===== src/rtl/div_iter_pkg.sv =====
// Shared constants and helpers for the iterative 32-bit restoring divider.
// State codes match the core's DivFree/DivByZero/DivOn/DivEnd encoding.
package div_iter_pkg;

  typedef enum logic [1:0] {
    DIV_FREE    = 2'b00,
    DIV_BY_ZERO = 2'b01,
    DIV_ON      = 2'b10,
    DIV_END     = 2'b11
  } div_state_e;

  localparam logic        DIV_RESULT_READY     = 1'b1;
  localparam logic        DIV_RESULT_NOT_READY = 1'b0;
  localparam logic [31:0] ZERO_WORD            = 32'h0000_0000;
  localparam logic [5:0]  DIV_CNT_LAST         = 6'd32;

  // Magnitude of an operand; only negative values in signed mode are complemented.
  function automatic logic [31:0] div_mag(input logic [31:0] v, input logic sgn);
    return (sgn && v[31]) ? (32'd0 - v) : v;
  endfunction

endpackage


===== src/rtl/div_iter.sv =====
// Radix-2 restoring divider, one quotient bit per clock, serving DIV/DIVU.
// Produces {remainder, quotient} 34 edges after a start is accepted.
module div_iter
  import div_iter_pkg::*;
(
  input  logic        clk,
  input  logic        rst,
  input  logic        signed_div_i,
  input  logic [31:0] opdata1_i,
  input  logic [31:0] opdata2_i,
  input  logic        start_i,
  input  logic        annul_i,
  output logic [63:0] result_o,
  output logic        ready_o
);

  div_state_e  r_state, w_state;
  logic [64:0] r_dividend, w_dividend;
  logic [31:0] r_divisor, w_divisor;
  logic [5:0]  r_cnt, w_cnt;
  logic        r_neg1, w_neg1;
  logic        r_neg2, w_neg2;
  logic [63:0] r_result, w_result;
  logic        r_ready, w_ready;

  logic [32:0] w_diff;
  logic [31:0] w_quot, w_rem;

  // Trial subtract of the partial remainder window; bit 32 set means it went negative.
  assign w_diff = {1'b0, r_dividend[63:32]} - {1'b0, r_divisor};
  assign w_quot = (r_neg1 ^ r_neg2) ? (32'd0 - r_dividend[31:0])  : r_dividend[31:0];
  assign w_rem  = r_neg1            ? (32'd0 - r_dividend[64:33]) : r_dividend[64:33];

  always_comb begin
    w_state    = r_state;
    w_dividend = r_dividend;
    w_divisor  = r_divisor;
    w_cnt      = r_cnt;
    w_neg1     = r_neg1;
    w_neg2     = r_neg2;
    w_result   = r_result;
    w_ready    = r_ready;
    case (r_state)
      DIV_FREE: begin
        if (start_i && !annul_i) begin
          if (opdata2_i == ZERO_WORD) begin
            w_state = DIV_BY_ZERO;
          end else begin
            w_state    = DIV_ON;
            w_cnt      = 6'd0;
            w_neg1     = signed_div_i & opdata1_i[31];
            w_neg2     = signed_div_i & opdata2_i[31];
            w_divisor  = div_mag(opdata2_i, signed_div_i);
            w_dividend = {32'd0, div_mag(opdata1_i, signed_div_i), 1'b0};
          end
        end
      end
      DIV_BY_ZERO: begin
        w_dividend = 65'd0;
        w_state    = DIV_END;
      end
      DIV_ON: begin
        if (annul_i) begin
          w_state = DIV_FREE;
          w_cnt   = 6'd0;
        end else if (r_cnt != DIV_CNT_LAST) begin
          if (w_diff[32]) w_dividend = {r_dividend[63:0], 1'b0};
          else            w_dividend = {w_diff[31:0], r_dividend[31:0], 1'b1};
          w_cnt = r_cnt + 6'd1;
        end else begin
          // Corrected values are parked in the same bit positions END reads from.
          w_dividend = {w_rem, 1'b0, w_quot};
          w_state    = DIV_END;
          w_cnt      = 6'd0;
        end
      end
      DIV_END: begin
        if (start_i) begin
          w_result = {r_dividend[64:33], r_dividend[31:0]};
          w_ready  = DIV_RESULT_READY;
        end else begin
          w_state  = DIV_FREE;
          w_result = 64'd0;
          w_ready  = DIV_RESULT_NOT_READY;
        end
      end
      default: w_state = DIV_FREE;
    endcase
  end

  always_ff @(posedge clk) begin
    if (rst) begin
      r_state    <= DIV_FREE;
      r_dividend <= 65'd0;
      r_divisor  <= 32'd0;
      r_cnt      <= 6'd0;
      r_neg1     <= 1'b0;
      r_neg2     <= 1'b0;
      r_result   <= 64'd0;
      r_ready    <= DIV_RESULT_NOT_READY;
    end else begin
      r_state    <= w_state;
      r_dividend <= w_dividend;
      r_divisor  <= w_divisor;
      r_cnt      <= w_cnt;
      r_neg1     <= w_neg1;
      r_neg2     <= w_neg2;
      r_result   <= w_result;
      r_ready    <= w_ready;
    end
  end

  assign result_o = r_result;
  assign ready_o  = r_ready;

endmodule


===== config.mk =====
export PLATFORM = sky130hd
export DESIGN_NAME = div_iter
export DESIGN_NICKNAME = d
export VERILOG_FILES = /design/src/rtl/div_iter_pkg.sv /design/src/rtl/div_iter.sv
export SDC_FILE = /design/constraint.sdc
export NUM_CORES = 1
export LEC_CHECK = 0
export BUFFER_PORTS_ARGS = -buffer_cell sky130_fd_sc_hd__buf_2
export CAP_MARGIN = 10
export CELL_PAD_IN_SITES_DETAIL_PLACEMENT = 1
export CELL_PAD_IN_SITES_GLOBAL_PLACEMENT = 1
export CORE_MARGIN = 3
export CORE_UTILIZATION = 47
export CTS_CLUSTER_DIAMETER = 30
export DETAILED_ROUTE_END_ITERATION = 6
export HOLD_SLACK_MARGIN = 0.03
export PLACE_DENSITY = 0.89
export SYNTH_ARGS = -nofsm -noshare
export SYNTH_HDL_FRONTEND = slang
export SYNTH_SLANG_ARGS = --single-unit

===== constraint.sdc =====
create_clock -name clk -period 7.8 [get_ports clk]
set_input_delay 1.56 -clock clk [delete_from_list [all_inputs] [get_ports clk]]
set_output_delay 1.56 -clock clk [all_outputs]
set_load 0.02 [all_outputs]

# After elaboration in Yosys (flattened, before gate mapping)
# Index checks and enable logic that the tools add are counted.
[classes]
n_addsub = 6
n_eq_ne = 11
mux = 23
bitwise = 4
n_reduce_logical = 14
[op_table]
columns = ["operator", "count"]
rows = [
  ["two-way mux 65 bit", 5],
  ["one-hot mux 65 bit (3 select lines)", 1],
  ["two-way mux 32 bit", 4],
  ["subtractor 1 x 32 -> 32 bit (first input constant)", 4],
  ["two-way mux 64 bit", 1],
  ["subtractor 32 x 32 -> 33 bit", 1],
  ["logical NOT 32 bit", 1],
  ["two-way mux 6 bit", 4],
  ["one-hot mux 6 bit (2 select lines)", 1],
  ["two-way mux 2 bit", 5],
  ["AND reduction 5 bit", 2],
  ["inequality test 3 bit (second input constant)", 3],
  ["AND reduction 3 bit", 3],
  ["inequality test 2 bit (second input constant)", 4],
  ["one-hot mux 2 bit (4 select lines)", 1],
  ["adder 6 x 1 -> 6 bit (second input constant)", 1],
  ["inequality test 6 bit (second input constant)", 1],
  ["equality test 2 bit (second input constant)", 2],
  ["AND reduction 4 bit", 1],
  ["logical AND 1 bit", 3],
  ["nonzero test 3 bit", 1],
  ["AND 1 bit", 2],
  ["equality test 2 x 1 -> 1 bit (second input constant)", 1],
  ["logical NOT 2 bit", 1],
  ["other kinds (5)", 5],
]
[totals]
regBits = 172
out_inout_bits = 65
wordCells = 68

# Logic depth before layout (Yosys ltp)
# Gate-level depths: netlist of the first run.
[logic_depth]
word_depth = 5
depth_mapped = 13

# Worst setup path after synthesis of the first run
# OpenSTA, ideal clock, no wires.
[synth_path]
kind = "in2reg"
from = "input opdata2_i[14]"
to = "register r_dividend[62]"
setup_time_ps = 73
arrival_ps = 4016
t_required_ps = 7727
path_slack_ps = 3711
cell_stages = 9
n_path_buf = 1
cell_sequence = "or4_4 or4_4 or3_1 and2_4 buf_6 a211oi_2 o311ai_0 mux2_2 o211ai_2"
[synth_via]
elab_chain_len = 3
[synth_lines]
columns = ["element", "line_no", "source"]
rows = [
  ["from (decl)", "div_iter.sv:10", "input logic [31:0] opdata2_i,"],
  ["logical NOT 32 bit", "div_iter.sv:46", "if (opdata2_i == ZERO_WORD) begin"],
  ["inequality test 2 bit (no source line)", "n/a", ""],
  ["AND reduction 5 bit (no source line)", "n/a", ""],
  ["to (signal assigned)", "div_iter.sv:103", "r_dividend <= w_dividend;"],
  ["to (decl)", "div_iter.sv:18", "logic [64:0] r_dividend, w_dividend;"],
]
# No other way between the ends.
# A chain may end at the register's enable or synchronous reset.

# Worst setup path in the final report of the first run
[layout_path]
from = "input opdata2_i[14]"
to = "register r_dividend[59]"
# Same word-level chain as after synthesis.

==> results of run 1 <==
[critical path, cell delays in order]
cell and delay, ps:
sky130_fd_sc_hd__buf_2 130, sky130_fd_sc_hd__or4_4 570, sky130_fd_sc_hd__or4_4 610, sky130_fd_sc_hd__or3_1 420
sky130_fd_sc_hd__and2_4 200, sky130_fd_sc_hd__nor2_2 680, sky130_fd_sc_hd__a2111oi_0 250, sky130_fd_sc_hd__a211oi_1 240
[stage by stage]
stage / instance area [um^2] / worst slack (ps) / hold slack (ps) / utilization
final: 13100 / 3480 / 462 / 0.537
after global routing: 13100 / 3390 / 482 / 0.537
after CTS: 13100 / 3560 / 463 / 0.537
after detailed placement: 12600 / 3080 / 451 / 0.513
after global placement: 12600 / 3110 / 446 / 0.513
after floorplan: 11800 / 3710 / 440 / -
[layout by cell type (no fill, tap or decap), drive strengths merged, types with 8 or more instances in the layout]
cell | synthesis | layout
a211oi | 43 | 43
a21o | 11 | 11
a21oi | 128 | 128
a22oi | 68 | 68
a31oi | 18 | 18
and2 | 9 | 9
buf | 11 | 147
clkbuf | 104 | 19
dfxtp | 172 | 172
ha | 44 | 44
inv | 66 | 72
mux2i | 17 | 17
nand2 | 141 | 141
nand2b | 16 | 16
nand3 | 41 | 41
nand4 | 13 | 13
nor2 | 215 | 215
nor2b | 10 | 10
nor3 | 54 | 54
nor3b | 10 | 10
nor4 | 13 | 13
o211ai | 22 | 22
o21ai | 92 | 92
o221ai | 12 | 12
o22ai | 12 | 12
o31ai | 11 | 11
or2 | 8 | 8
or3 | 17 | 17
or4 | 18 | 18
xnor2 | 50 | 50
xor2 | 43 | 43
[layout make-up]
cell class	count	area, um^2	share of cell area
Timing Repair Buffer	147	773	0.0589
Multi-Input combinational cell	1245	7690	0.586
Sequential cell	172	3440	0.262
Inverter	66	248	0.0189
Tap cell	324	405	0.0309
Clock buffer	19	443	0.0337
Clock inverter	13	130	0.00991
[sequential cells by signal, summed over array words and instances (netlist names)]
| signal | cells |
|---|---|
| r_neg2 | 1 |
| r_state | 2 |
| r_neg1 | 1 |
| ready_o | 1 |
| result_o | 64 |
| r_dividend | 65 |
| r_cnt | 6 |
| r_divisor | 32 |
[cell families (layout without fill, tap and decap cells)]
| logic type | Yosys count | count (layout) | share of synthesized area |
|---|---|---|---|
| buf+inv | 181 | 245 | 0.0585 |
| mux | 24 | 24 | 0.0211 |
| flops | 172 | 172 | 0.292 |
| xor+xnor | 93 | 93 | 0.0691 |
| compound gates | 491 | 491 | 0.273 |
| fa+ha+maj | 45 | 45 | 0.0484 |
| simple gates | 592 | 592 | 0.238 |
[worst min path at each step]
stage,endpoint,startpoint,depth (start not counted),slack (ps)
2_1_floorplan,r_divisor[2],r_divisor[2],2,440
3_3_place_gp,result_o[53],result_o[53],2,450
3_5_place_dp,result_o[45],result_o[45],2,450
4_1_cts,result_o[45],result_o[45],2,460
5_1_grt,result_o[51],result_o[51],2,480
6_report,result_o[45],result_o[45],2,460
[where the power goes]
| group | switching (W) | total, W | internal, W |
|---|---|---|---|
| Sequential | 0.000187 | 0.00118 | 0.000993 |
| Clock | 0.000405 | 0.000861 | 0.000456 |
| Combinational | 0.000936 | 0.00144 | 0.000504 |
[layer usage]
metal,GRT usage,vias up
met5,0,-
met4,0.106,4
met3,0.0702,98
met2,0.500,535
met1,0.439,6208
li1,-,5898
==> impl_table.tex, run 1 <==
\begin{tabular}{lr}
\hline
Metric & Value \\
\hline
\multicolumn{2}{l}{\textbf{Run status}} \\
\quad Status & finished, final reports clean \\
\multicolumn{2}{l}{\textbf{Clock network}} \\
\quad Hold buffer count at cts & 0 \\
\quad Root Driver & sky130\_fd\_sc\_hd\_\_clkbuf\_16 \\
\quad Number of sinks on the clock net & 172 \\
\quad Count of cells resized by post-cts repair & 0 \\
\quad Number of buffers added for setup after CTS & 0 \\
\quad Clock tree from TritonCTS & built \\
\quad Clock buffer count from CTS & 17 \\
\quad Clock-pin slew on the worst setup and hold paths & 80 ps \\
\quad Maximum root-to-sink buffer count & 2 \\
\quad Clk Latency, worst-skew pair & 450 ps \\
\quad CTS HTree Levels & 4 \\
\multicolumn{2}{l}{\textbf{Worst setup path}} \\
\quad Worst Setup SP & opdata2\_i[14] \\
\quad Cell depth of the worst flop-to-flop path & 11 \\
\quad Data required time of the critical path & 8170 ps \\
\quad Setup slack on the worst flop-to-flop path & 3800 ps \\
\quad Kind of launch point of the worst setup path & input port \\
\quad Data arrival, critical path & about 4700 ps \\
\quad Startpoint of the lowest-slack register-to-register path & r\_dividend[33] \\
\quad Worst reg2reg endpoint & r\_dividend[36] \\
\quad WS Path Type & in -> reg \\
\quad CP endpoint kind & register \\
\quad CP Max Fanout & 19 \\
\quad Endpoint of the worst setup timing path & r\_dividend[59] \\
\multicolumn{2}{l}{\textbf{Global route}} \\
\quad Vias in the first global route & around 13,000 \\
\quad First-pass GRT wire length & $\sim$69,000 um \\
\quad Initial antenna violation count & 2 \\
\quad Congestion Overflow GR & 0 \\
\quad Global-route total usage across every layer & 0.320 \\
\quad Maximum number of pins on one net before global-route repair & 91 \\
\multicolumn{2}{l}{\textbf{Logic synthesis}} \\
\quad Post-synth EDFFs & 0 \\
\quad Count of yosys warnings during synthesis & 0 \\
\quad Predominant post-synthesis flop cell & sky130\_fd\_sc\_hd\_\_dfxtp\_1 \\
\quad Synthesized area per cell & 7.38 um\^{}2 \\
\quad Async SR Flop Fraction & 0 \\
\quad Netlist area before placement & 11,800 um\^{}2 \\
\quad Commonest cells in the netlist & sky130\_fd\_sc\_hd\_\_nor2\_1, sky130\_fd\_sc\_hd\_\_dfxtp\_1, sky130\_fd\_sc\_hd\_\_nand2\_1 \\
\quad Most frequent cell after synthesis & sky130\_fd\_sc\_hd\_\_nor2\_1 \\
\quad Proportion of synthesized chip area in sequential cells & 0.292 \\
\quad Cell types with the largest area share after synthesis & sky130\_fd\_sc\_hd\_\_dfxtp\_1, sky130\_fd\_sc\_hd\_\_nor2\_1, sky130\_fd\_sc\_hd\_\_a21oi\_1 \\
\quad Most area-hungry cell type in the Yosys netlist & sky130\_fd\_sc\_hd\_\_dfxtp\_1 \\
\quad Number of nets produced by synthesis & between 1,500 and 2,000 \\
\quad Mapped Cells & around 1,600 \\
\quad \#FFs+latches synth & 172 \\
\quad Area share of the leading cell type in the synthesized netlist & 0.292 \\
\quad Number of different library cells in the post-synthesis netlist & 82 \\
\multicolumn{2}{l}{\textbf{Routing}} \\
\quad Violation count after the first detailed-route iteration & 1,201 \\
\quad Vias after detailed routing & around 13,000 \\
\quad DR WL/cell & 22.0 um \\
\quad Number of nets with antenna violations after routing & 0 \\
\quad Count of unresolved DRC violations after routing & 0 \\
\quad Highest signal layer in the routed design & met5 \\
\quad Detailed route wirelength on metal3 & 3480 um \\
\quad 1st-pass router iterations & 5 \\
\quad Total routed wire length on the met1 layer & 19,400 um \\
\quad Overall routed net length & 43,700 um \\
\quad Met2 routed WL & 19,500 um \\
\quad Number of vias per cell & 6.42 \\
\multicolumn{2}{l}{\textbf{Layout}} \\
\quad Number of cells in the finished layout apart from fillers & 1,986 \\
\quad Total of fill cells in the finished design & 3,131 \\
\quad \# diodes & 0 \\
\quad Area Overhead vs Synth & 11.4\% \\
\quad Fraction of final layout cells sized beyond drive strength 1 & 0.129 \\
\quad Final Net Count & 1,763 \\
\multicolumn{2}{l}{\textbf{Pwr}} \\
\quad Pleak & just over 5 nW \\
\quad Overall power consumption & 0.00348 W \\
\quad Power per standard cell area & $\sim$270 nW/um\^{}2 \\
\quad Peak supply drop & 0.191 mV \\
\multicolumn{2}{l}{\textbf{STA}} \\
\quad Post-Route Skew & 12.0 ps \\
\quad Hold Vio Cnt, Final & 0 \\
\quad Total negative setup slack & 0 ps \\
\quad Final Setup Violations & 0 \\
\quad Post-layout min period & 4320 ps \\
\quad Fmax achieved & 0.231 GHz \\
\quad Worst Tran Pin Value & 1150 ps \\
\quad Slew Viols, Final & 0 \\
\quad Setup repair after global routing missed its margin & no \\
\quad Post-route fraction of the period consumed by the critical path & 0.554 \\
\quad Remaining max-slew budget at the tightest pin & 0.231 \\
\multicolumn{2}{l}{\textbf{Floorplanning}} \\
\quad Standard cell core area & 24,500 um\^{}2 \\
\quad Std-Cell Rows & 57 \\
\quad Floorplan die height & 164 um \\
\quad Number of I/O pins & 134 \\
\quad Floorplan die width & around 160 um \\
\quad Starting density of the core & 0.482 \\
\quad Area of the die & roughly 27,000 um\^{}2 \\
\multicolumn{2}{l}{\textbf{Placed design}} \\
\quad Last weighted congestion value of the routability-driven placer & 0.919 \\
\quad Number of placed instances with taps included & 1,953 \\
\quad Port Buffer Count & 133 \\
\quad Detailed placement HPWL & between 30,000 and 40,000 um \\
\multicolumn{2}{l}{\textbf{Worst hold path}} \\
\quad Classification of the worst-slack hold path & reg -> reg \\
\multicolumn{2}{l}{\textbf{Run}} \\
\quad Maximum capacitance violations & 0 \\
\hline
\end{tabular}
(Power assumes the default switching activity.)
==> run 2, diff against run 1 <==
--- a/config.mk
+++ b/config.mk
@@ -5,16 +5,17 @@
 export SDC_FILE = /design/constraint.sdc
 export NUM_CORES = 1
 export LEC_CHECK = 0
+export ABC_AREA = 1
 export BUFFER_PORTS_ARGS = -buffer_cell sky130_fd_sc_hd__buf_2
 export CAP_MARGIN = 10
 export CELL_PAD_IN_SITES_DETAIL_PLACEMENT = 1
 export CELL_PAD_IN_SITES_GLOBAL_PLACEMENT = 1
 export CORE_MARGIN = 3
-export CORE_UTILIZATION = 47
+export CORE_UTILIZATION = 42
 export CTS_CLUSTER_DIAMETER = 30
 export DETAILED_ROUTE_END_ITERATION = 6
 export HOLD_SLACK_MARGIN = 0.03
-export PLACE_DENSITY = 0.89
+export PLACE_DENSITY = 0.84
 export SYNTH_ARGS = -nofsm -noshare
 export SYNTH_HDL_FRONTEND = slang
 export SYNTH_SLANG_ARGS = --single-unit
==> constraint.sdc (replaced) <==
create_clock -name clk -period 4.1 [get_ports clk]
set_input_delay 0.82 -clock clk [delete_from_list [all_inputs] [get_ports clk]]
set_output_delay 0.82 -clock clk [all_outputs]
set_load 0.02 [all_outputs]
==> impl_table.tex, run 2 <==
\begin{tabular}{lr}
\hline
Metric & Value \\
\hline
\multicolumn{2}{l}{\textbf{Run status}} \\
\quad Status & finished, final reports clean \\
\multicolumn{2}{l}{\textbf{Pwr}} \\
\quad Peak supply drop & 0.302 mV \\
\quad Power per standard cell area & approximately 500 nW/um\^{}2 \\
\quad Pleak & 7.34 nW \\
\multicolumn{2}{l}{\textbf{Clock network}} \\
\quad Root Driver & sky130\_fd\_sc\_hd\_\_clkbuf\_16 \\
\quad Clock-pin slew on the worst setup and hold paths & approximately 80 ps \\
\quad Number of buffers added for setup after CTS & 0 \\
\quad Clk Latency, worst-skew pair & around 470 ps \\
\quad Maximum root-to-sink buffer count & 2 \\
\quad Count of cells resized by post-cts repair & 0 \\
\quad Number of sinks on the clock net & 172 \\
\quad Clock tree from TritonCTS & built \\
\quad CTS HTree Levels & 4 \\
\quad Hold buffer count at cts & 0 \\
\quad Clock buffer count from CTS & 17 \\
\multicolumn{2}{l}{\textbf{Global route}} \\
\quad Global-route total usage across every layer & 0.301 \\
\quad Maximum number of pins on one net before global-route repair & 73 \\
\quad First-pass GRT wire length & just over 80,000 um \\
\quad Initial antenna violation count & 0 \\
\quad Vias in the first global route & 15,570 \\
\quad Congestion Overflow GR & 0 \\
\multicolumn{2}{l}{\textbf{STA}} \\
\quad Post-Route Skew & approximately 25 ps \\
\quad Hold Vio Cnt, Final & 0 \\
\quad Setup repair after global routing missed its margin & no \\
\quad Remaining max-slew budget at the tightest pin & 0.257 \\
\quad Post-route fraction of the period consumed by the critical path & 0.746 \\
\quad Final Setup Violations & 0 \\
\quad Worst Tran Pin Value & roughly 1100 ps \\
\quad Post-layout min period & approximately 3100 ps \\
\quad Final worst hold slack & 464 ps \\
\quad Total negative setup slack & 0 ps \\
\quad Fmax achieved & 0.327 GHz \\
\quad Slew Viols, Final & 0 \\
\multicolumn{2}{l}{\textbf{Layout}} \\
\quad Area Overhead vs Synth & 11.3\% \\
\quad Largest register by flop count & r\_dividend \\
\quad Most common library cell in the layout ignoring fill and taps & sky130\_fd\_sc\_hd\_\_nand2\_1 \\
\quad Flip-flop count of the largest register, all copies and words added & 65 \\
\quad Sequential Area & 3440 um\^{}2 \\
\quad Fraction of final layout cells sized beyond drive strength 1 & 0.0879 \\
\quad Total of fill cells in the finished design & approximately 4,500 \\
\quad Top library cells by usage in the layout, fill and taps aside & sky130\_fd\_sc\_hd\_\_nand2\_1, sky130\_fd\_sc\_hd\_\_inv\_1, sky130\_fd\_sc\_hd\_\_nor2\_1, sky130\_fd\_sc\_hd\_\_a21oi\_1, sky130\_fd\_sc\_hd\_\_dfxtp\_1 \\
\quad Final Net Count & 2,512 \\
\quad Multi-input logic area & 8300 um\^{}2 \\
\quad \# diodes & 0 \\
\multicolumn{2}{l}{\textbf{Worst setup path}} \\
\quad Data arrival, critical path & between 3000 and 4000 ps \\
\quad Kind of launch point of the worst setup path & register \\
\quad WS Path Type & reg -> reg \\
\quad CP endpoint kind & register \\
\quad Data required time of the critical path & 4500 ps \\
\quad CP Max Fanout & 19 \\
\multicolumn{2}{l}{\textbf{Floorplanning}} \\
\quad Standard cell core area & 31,000 um\^{}2 \\
\quad Floorplan die height & about 180 um \\
\quad Starting density of the core & 0.431 \\
\quad Number of I/O pins & 134 \\
\quad Std-Cell Rows & 64 \\
\quad Floorplan die width & 184 um \\
\quad Area of the die & around 34,000 um\^{}2 \\
\multicolumn{2}{l}{\textbf{Logic synthesis}} \\
\quad Post-synth EDFFs & 0 \\
\quad Most frequent cell after synthesis & sky130\_fd\_sc\_hd\_\_nand2\_1 \\
\quad Count of yosys warnings during synthesis & 0 \\
\quad Proportion of synthesized chip area in sequential cells & 0.258 \\
\quad Synthesized area per cell & 5.78 um\^{}2 \\
\quad Number of different library cells in the post-synthesis netlist & 49 \\
\quad Cell types with the largest area share after synthesis & sky130\_fd\_sc\_hd\_\_dfxtp\_1, sky130\_fd\_sc\_hd\_\_nand2\_1, sky130\_fd\_sc\_hd\_\_inv\_1 \\
\quad Most area-hungry cell type in the Yosys netlist & sky130\_fd\_sc\_hd\_\_dfxtp\_1 \\
\quad Predominant post-synthesis flop cell & sky130\_fd\_sc\_hd\_\_dfxtp\_1 \\
\quad Async SR Flop Fraction & 0 \\
\quad Area share of the leading cell type in the synthesized netlist & 0.258 \\
\quad \#FFs+latches synth & around 170 \\
\quad Commonest cells in the netlist & sky130\_fd\_sc\_hd\_\_nand2\_1, sky130\_fd\_sc\_hd\_\_inv\_1, sky130\_fd\_sc\_hd\_\_nor2\_1 \\
\quad Number of nets produced by synthesis & 2,424 \\
\quad Mapped Cells & 2,310 \\
\quad Netlist area before placement & 13,400 um\^{}2 \\
\multicolumn{2}{l}{\textbf{Run}} \\
\quad Maximum capacitance violations & 0 \\
\multicolumn{2}{l}{\textbf{Worst hold path}} \\
\quad Classification of the worst-slack hold path & reg -> reg \\
\multicolumn{2}{l}{\textbf{Routing}} \\
\quad Violation count after the first detailed-route iteration & around 1,000 \\
\quad Vias after detailed routing & approximately 16,000 \\
\quad Number of nets with antenna violations after routing & 0 \\
\quad Number of vias per cell & 5.55 \\
\quad 1st-pass router iterations & 5 \\
\quad DR WL/cell & approximately 18 um \\
\quad Overall routed net length & roughly 52,000 um \\
\quad Count of unresolved DRC violations after routing & 0 \\
\multicolumn{2}{l}{\textbf{Placed design}} \\
\quad Detailed placement HPWL & 40,300 um \\
\quad Last weighted congestion value of the routability-driven placer & between 0.9 and 1 \\
\quad Port Buffer Count & around 130 \\
\hline
\end{tabular}
## run 2: path summary, 6_finish.rpt
kind                      from              to  slack (ps)  cells past startpoint
hold reg to reg   result_o[24]    result_o[24]         460                      2
setup / recovery    r_state[0]  r_dividend[38]        1040                      8
hold / removal    result_o[24]    result_o[24]         460                      2
setup reg to reg    r_state[0]  r_dividend[38]        1040                      8
## run 2: layout make-up
class                      count  area share
sequential                   172       0.232
clock inverter                15      0.0115
inverter                     339      0.0856
multi-input combinational   1724       0.559
tap                          396      0.0333
timing repair buffer         144      0.0505
clock buffer                  17      0.0286
## run 2: per-layer routing
layer / up-vias / part of all wire / wire (um) / global-route usage
met1: 7394 / 0.47 / 24200 / 0.420
met5: - / 0 / 0 / 0
met4: 0 / 0.026 / 1370 / 0.0931
met3: 86 / 0.070 / 3610 / 0.0503
li1: 7582 / - / - / -
met2: 519 / 0.44 / 22700 / 0.477
## run 2: per-stage QoR
step	util	total power (W)	setup WS, ps	std cells	instance area (um^2)
after floorplan	-	0.00465	1790	2310	13400
after global routing	0.480	0.00801	797	2807	14900
after global placement	0.460	0.00563	1100	2775	14300
after CTS	0.480	0.00744	1090	2807	14900
after detailed placement	0.460	0.00575	962	2775	14300
final	0.480	0.00752	1040	2807	14900
## run 2: cells by family (layout without fill, tap and decap cells)
kind of cell | Yosys count | count (layout) | share of synthesized area
AND/OR/NAND/NOR | 1194 | 1194 | 0.373
AO/OA/AOI/OAI | 433 | 433 | 0.172
buffers and inverters | 414 | 515 | 0.120
flip-flops | 172 | 172 | 0.258
XOR/XNOR | 52 | 52 | 0.0341
adder cells (fa/ha/maj) | 45 | 45 | 0.0427
## run 2: critical path: stages, from the launching register on
cell and delay (ps):
sky130_fd_sc_hd__dfxtp_1 430, sky130_fd_sc_hd__inv_1 90, sky130_fd_sc_hd__ha_1 600, sky130_fd_sc_hd__nand2_1 490, sky130_fd_sc_hd__nor2_2 820, sky130_fd_sc_hd__o21ai_0 230
sky130_fd_sc_hd__nor2_1 190, sky130_fd_sc_hd__nor2_1 60, sky130_fd_sc_hd__nor2_1 70
## run 2: report_power, final
| group | switching (W) | internal, W | leakage, nW |
|---|---|---|---|
| clock network | 0.000848 | 0.000820 | 0.288 |
| registers | 0.000256 | 0.00188 | 1.40 |
| logic | 0.00270 | 0.00102 | 5.65 |
==> run 3, diff against run 2 <==
--- a/config.mk
+++ b/config.mk
@@ -5,13 +5,13 @@
 export SDC_FILE = /design/constraint.sdc
 export NUM_CORES = 1
 export LEC_CHECK = 0
-export ABC_AREA = 1
+export ABC_AREA = 0
 export BUFFER_PORTS_ARGS = -buffer_cell sky130_fd_sc_hd__buf_2
 export CAP_MARGIN = 10
 export CELL_PAD_IN_SITES_DETAIL_PLACEMENT = 1
 export CELL_PAD_IN_SITES_GLOBAL_PLACEMENT = 1
 export CORE_MARGIN = 3
-export CORE_UTILIZATION = 42
+export CORE_UTILIZATION = 44
 export CTS_CLUSTER_DIAMETER = 30
 export DETAILED_ROUTE_END_ITERATION = 6
 export HOLD_SLACK_MARGIN = 0.03
==> constraint.sdc (replaced) <==
create_clock -name clk -period 3.2 [get_ports clk]
set_input_delay 0.64 -clock clk [delete_from_list [all_inputs] [get_ports clk]]
set_output_delay 0.64 -clock clk [all_outputs]
set_load 0.02 [all_outputs]
==> impl_table.tex, run 3 (synthesized netlist as in run 1, its figures left out) <==
\begin{tabular}{lr}
\hline
Metric & Value \\
\hline
\multicolumn{2}{l}{\textbf{Worst setup path}} \\
\quad WS Path Type & reg -> reg \\
\quad Setup slack on the worst flop-to-flop path & 100 ps \\
\quad Worst Setup SP & r\_dividend[32] \\
\quad Worst reg2reg endpoint & r\_dividend[38] \\
\quad Kind of launch point of the worst setup path & register \\
\quad CP endpoint kind & register \\
\quad Data arrival, critical path & roughly 3400 ps \\
\quad CP Max Fanout & 6 \\
\quad Data required time of the critical path & around 3500 ps \\
\quad Startpoint of the lowest-slack register-to-register path & r\_dividend[32] \\
\quad Cell depth of the worst flop-to-flop path & 13 \\
\multicolumn{2}{l}{\textbf{Worst hold path}} \\
\quad Beginning of the worst hold path & result\_o[41] \\
\quad Instance count along the most critical hold path & 2 \\
\quad Classification of the worst-slack hold path & reg -> reg \\
\quad Terminating pin of the worst hold path & result\_o[41] \\
\multicolumn{2}{l}{\textbf{Pwr}} \\
\quad Relative contribution of combinational cells to total power & 0.437 \\
\quad Switch share & 0.429 \\
\quad Power per standard cell area & 652 nW/um\^{}2 \\
\quad Internal Power & 0.00531 W \\
\quad Clock network fraction of total power & 0.256 \\
\quad Pleak & 5.80 nW \\
\quad Power share of the sequential group & 0.308 \\
\quad Overall power consumption & just over 0.009 W \\
\quad Peak supply drop & 0.347 mV \\
\quad Power dissipated by switching net loads & roughly 0.0040 W \\
\multicolumn{2}{l}{\textbf{Clock network}} \\
\quad Maximum root-to-sink buffer count & 2 \\
\quad Clk Latency, worst-skew pair & 460 ps \\
\quad Clock buffer count from CTS & 17 \\
\quad Root Driver & sky130\_fd\_sc\_hd\_\_clkbuf\_16 \\
\quad Clock tree from TritonCTS & built \\
\quad Clock-pin slew on the worst setup and hold paths & 70 ps \\
\quad Number of sinks on the clock net & 172 \\
\quad CTS HTree Levels & 4 \\
\multicolumn{2}{l}{\textbf{Layout}} \\
\quad Fraction of final layout cells sized beyond drive strength 1 & 0.195 \\
\quad Area Overhead vs Synth & 21.0\% \\
\quad Largest register by flop count & r\_dividend \\
\quad Flip-flop count of the largest register, all copies and words added & 65 \\
\quad Final Net Count & 1,887 \\
\quad Top library cells by usage in the layout, fill and taps aside & sky130\_fd\_sc\_hd\_\_nor2\_1, sky130\_fd\_sc\_hd\_\_dfxtp\_1, sky130\_fd\_sc\_hd\_\_nand2\_1, sky130\_fd\_sc\_hd\_\_buf\_4, sky130\_fd\_sc\_hd\_\_buf\_2 \\
\quad Most common library cell in the layout ignoring fill and taps & sky130\_fd\_sc\_hd\_\_nor2\_1 \\
\multicolumn{2}{l}{\textbf{Global route}} \\
\quad Global-route total usage across every layer & 0.320 \\
\quad Vias in the first global route & about 13,000 \\
\quad Congestion Overflow GR & 0 \\
\quad Initial antenna violation count & 2 \\
\quad First-pass GRT wire length & 74,300 um \\
\quad Maximum number of pins on one net before global-route repair & 80 \\
\multicolumn{2}{l}{\textbf{Floorplanning}} \\
\quad Floorplan die height & 170 um \\
\quad Area of the die & 28,800 um\^{}2 \\
\quad Number of I/O pins & 134 \\
\quad Floorplan die width & 170 um \\
\quad Std-Cell Rows & 59 \\
\quad Starting density of the core & 0.450 \\
\quad Standard cell core area & 26,200 um\^{}2 \\
\multicolumn{2}{l}{\textbf{Placed design}} \\
\quad Last weighted congestion value of the routability-driven placer & 0.925 \\
\quad Detailed placement HPWL & 34,000 um \\
\quad Worst-case setup slack after placement & -233 ps \\
\quad Port Buffer Count & 133 \\
\multicolumn{2}{l}{\textbf{STA}} \\
\quad Setup repair after global routing missed its margin & yes \\
\quad Slew Viols, Final & 0 \\
\quad Fmax achieved & 0.323 GHz \\
\quad Final worst hold slack & $\sim$460 ps \\
\quad Worst Tran Pin Value & 901 ps \\
\quad Final Setup Violations & 0 \\
\quad Remaining max-slew budget at the tightest pin & 0.399 \\
\quad Total negative setup slack & 0 ps \\
\quad Post-Route Skew & 19.9 ps \\
\quad Hold Vio Cnt, Final & 0 \\
\quad Post-layout min period & 3100 ps \\
\quad Minimum setup slack in the final design & around 100 ps \\
\quad Post-route fraction of the period consumed by the critical path & 0.967 \\
\multicolumn{2}{l}{\textbf{Run status}} \\
\quad Status & finished, final reports clean \\
\multicolumn{2}{l}{\textbf{Routing}} \\
\quad Count of unresolved DRC violations after routing & 0 \\
\quad Number of nets with antenna violations after routing & 0 \\
\quad Vias after detailed routing & 13,459 \\
\quad Violation count after the first detailed-route iteration & 1,514 \\
\quad DR WL/cell & 22.5 um \\
\quad 1st-pass router iterations & 5 \\
\quad Number of vias per cell & approximately 6.3 \\
\quad Overall routed net length & 47,800 um \\
\multicolumn{2}{l}{\textbf{Run}} \\
\quad Maximum capacitance violations & 0 \\
\hline
\end{tabular}
[run 3: cell count changes in the layout (fill, tap and decap cells not counted), moves of 62 or more]
cell | before | now
sky130_fd_sc_hd__nand3_1 | 154 | 40
sky130_fd_sc_hd__a21oi_1 | 222 | 125
sky130_fd_sc_hd__buf_4 | 12 | 134
sky130_fd_sc_hd__inv_1 | 330 | 65
sky130_fd_sc_hd__a22oi_1 | 0 | 68
sky130_fd_sc_hd__nor2_1 | 280 | 212
sky130_fd_sc_hd__nand2_1 | 648 | 141
sky130_fd_sc_hd__o21ai_0 | 151 | 89
[run 3: final cells by class]
class / instances / area [um^2]
flip-flops and latches: 172 / 3440
inverters: 66 / 248
well taps: 335 / 419
repair buffers: 271 / 1770
fillers: 3305 / 11900
diodes: 2 / 5.00
multi-input cells: 1245 / 7740
clock buffers: 19 / 443
clock inverters: 13 / 203
[run 3: what timing repair did]
item	in CTS	in global routing
gates resized for setup	3	11
pin swaps	0	2
hold buffers	0	0
setup endpoints to repair	7	16
buffers inserted	0	1
[run 3: worst max path at each step]
stage                          end
detailed placement  r_dividend[63]
global route        r_dividend[58]
floorplan           r_dividend[62]
CTS                 r_dividend[54]
global placement    r_dividend[62]
finish              r_dividend[38]
[run 3: power by group through the flow]
stage	sequential, W	combinational, W	clock [W]
final	0.00286	0.00406	0.00238
after global placement	0.00284	0.00359	0
after floorplan	0.00266	0.00261	0
after global routing	0.00289	0.00441	0.00247
after detailed placement	0.00286	0.00378	0
after CTS	0.00283	0.00394	0.00238
[run 3: through the flow]
step	instances	cell area [um^2]	utilization
floorplan	1598	11800	-
global placement	2088	13600	0.517
detailed placement	2088	13600	0.517
CTS	2120	14200	0.542
global route	2121	14300	0.544
finish	2123	14300	0.545
[run 3: critical path: stages (launching register included)]
cell	delay, ps
sky130_fd_sc_hd__dfxtp_1	380
sky130_fd_sc_hd__inv_1	100
sky130_fd_sc_hd__ha_1	210
sky130_fd_sc_hd__fa_1	390
sky130_fd_sc_hd__nand2b_1	210
sky130_fd_sc_hd__a21oi_2	220
sky130_fd_sc_hd__nor2_1	120
sky130_fd_sc_hd__o21ai_2	190
sky130_fd_sc_hd__buf_4	160
sky130_fd_sc_hd__a21o_1	150
sky130_fd_sc_hd__buf_4	170
sky130_fd_sc_hd__mux2_2	360
sky130_fd_sc_hd__a21oi_2	160
sky130_fd_sc_hd__o32ai_1	110
[run 3: routing by layer]
layer  part of all wire  up-vias  global-route usage
li1                   -     6134                   -
met1               0.44     6619               0.447
met2               0.45      620               0.506
met3              0.085       86              0.0585
met4              0.022        0              0.0917
met5                  0        -                   0
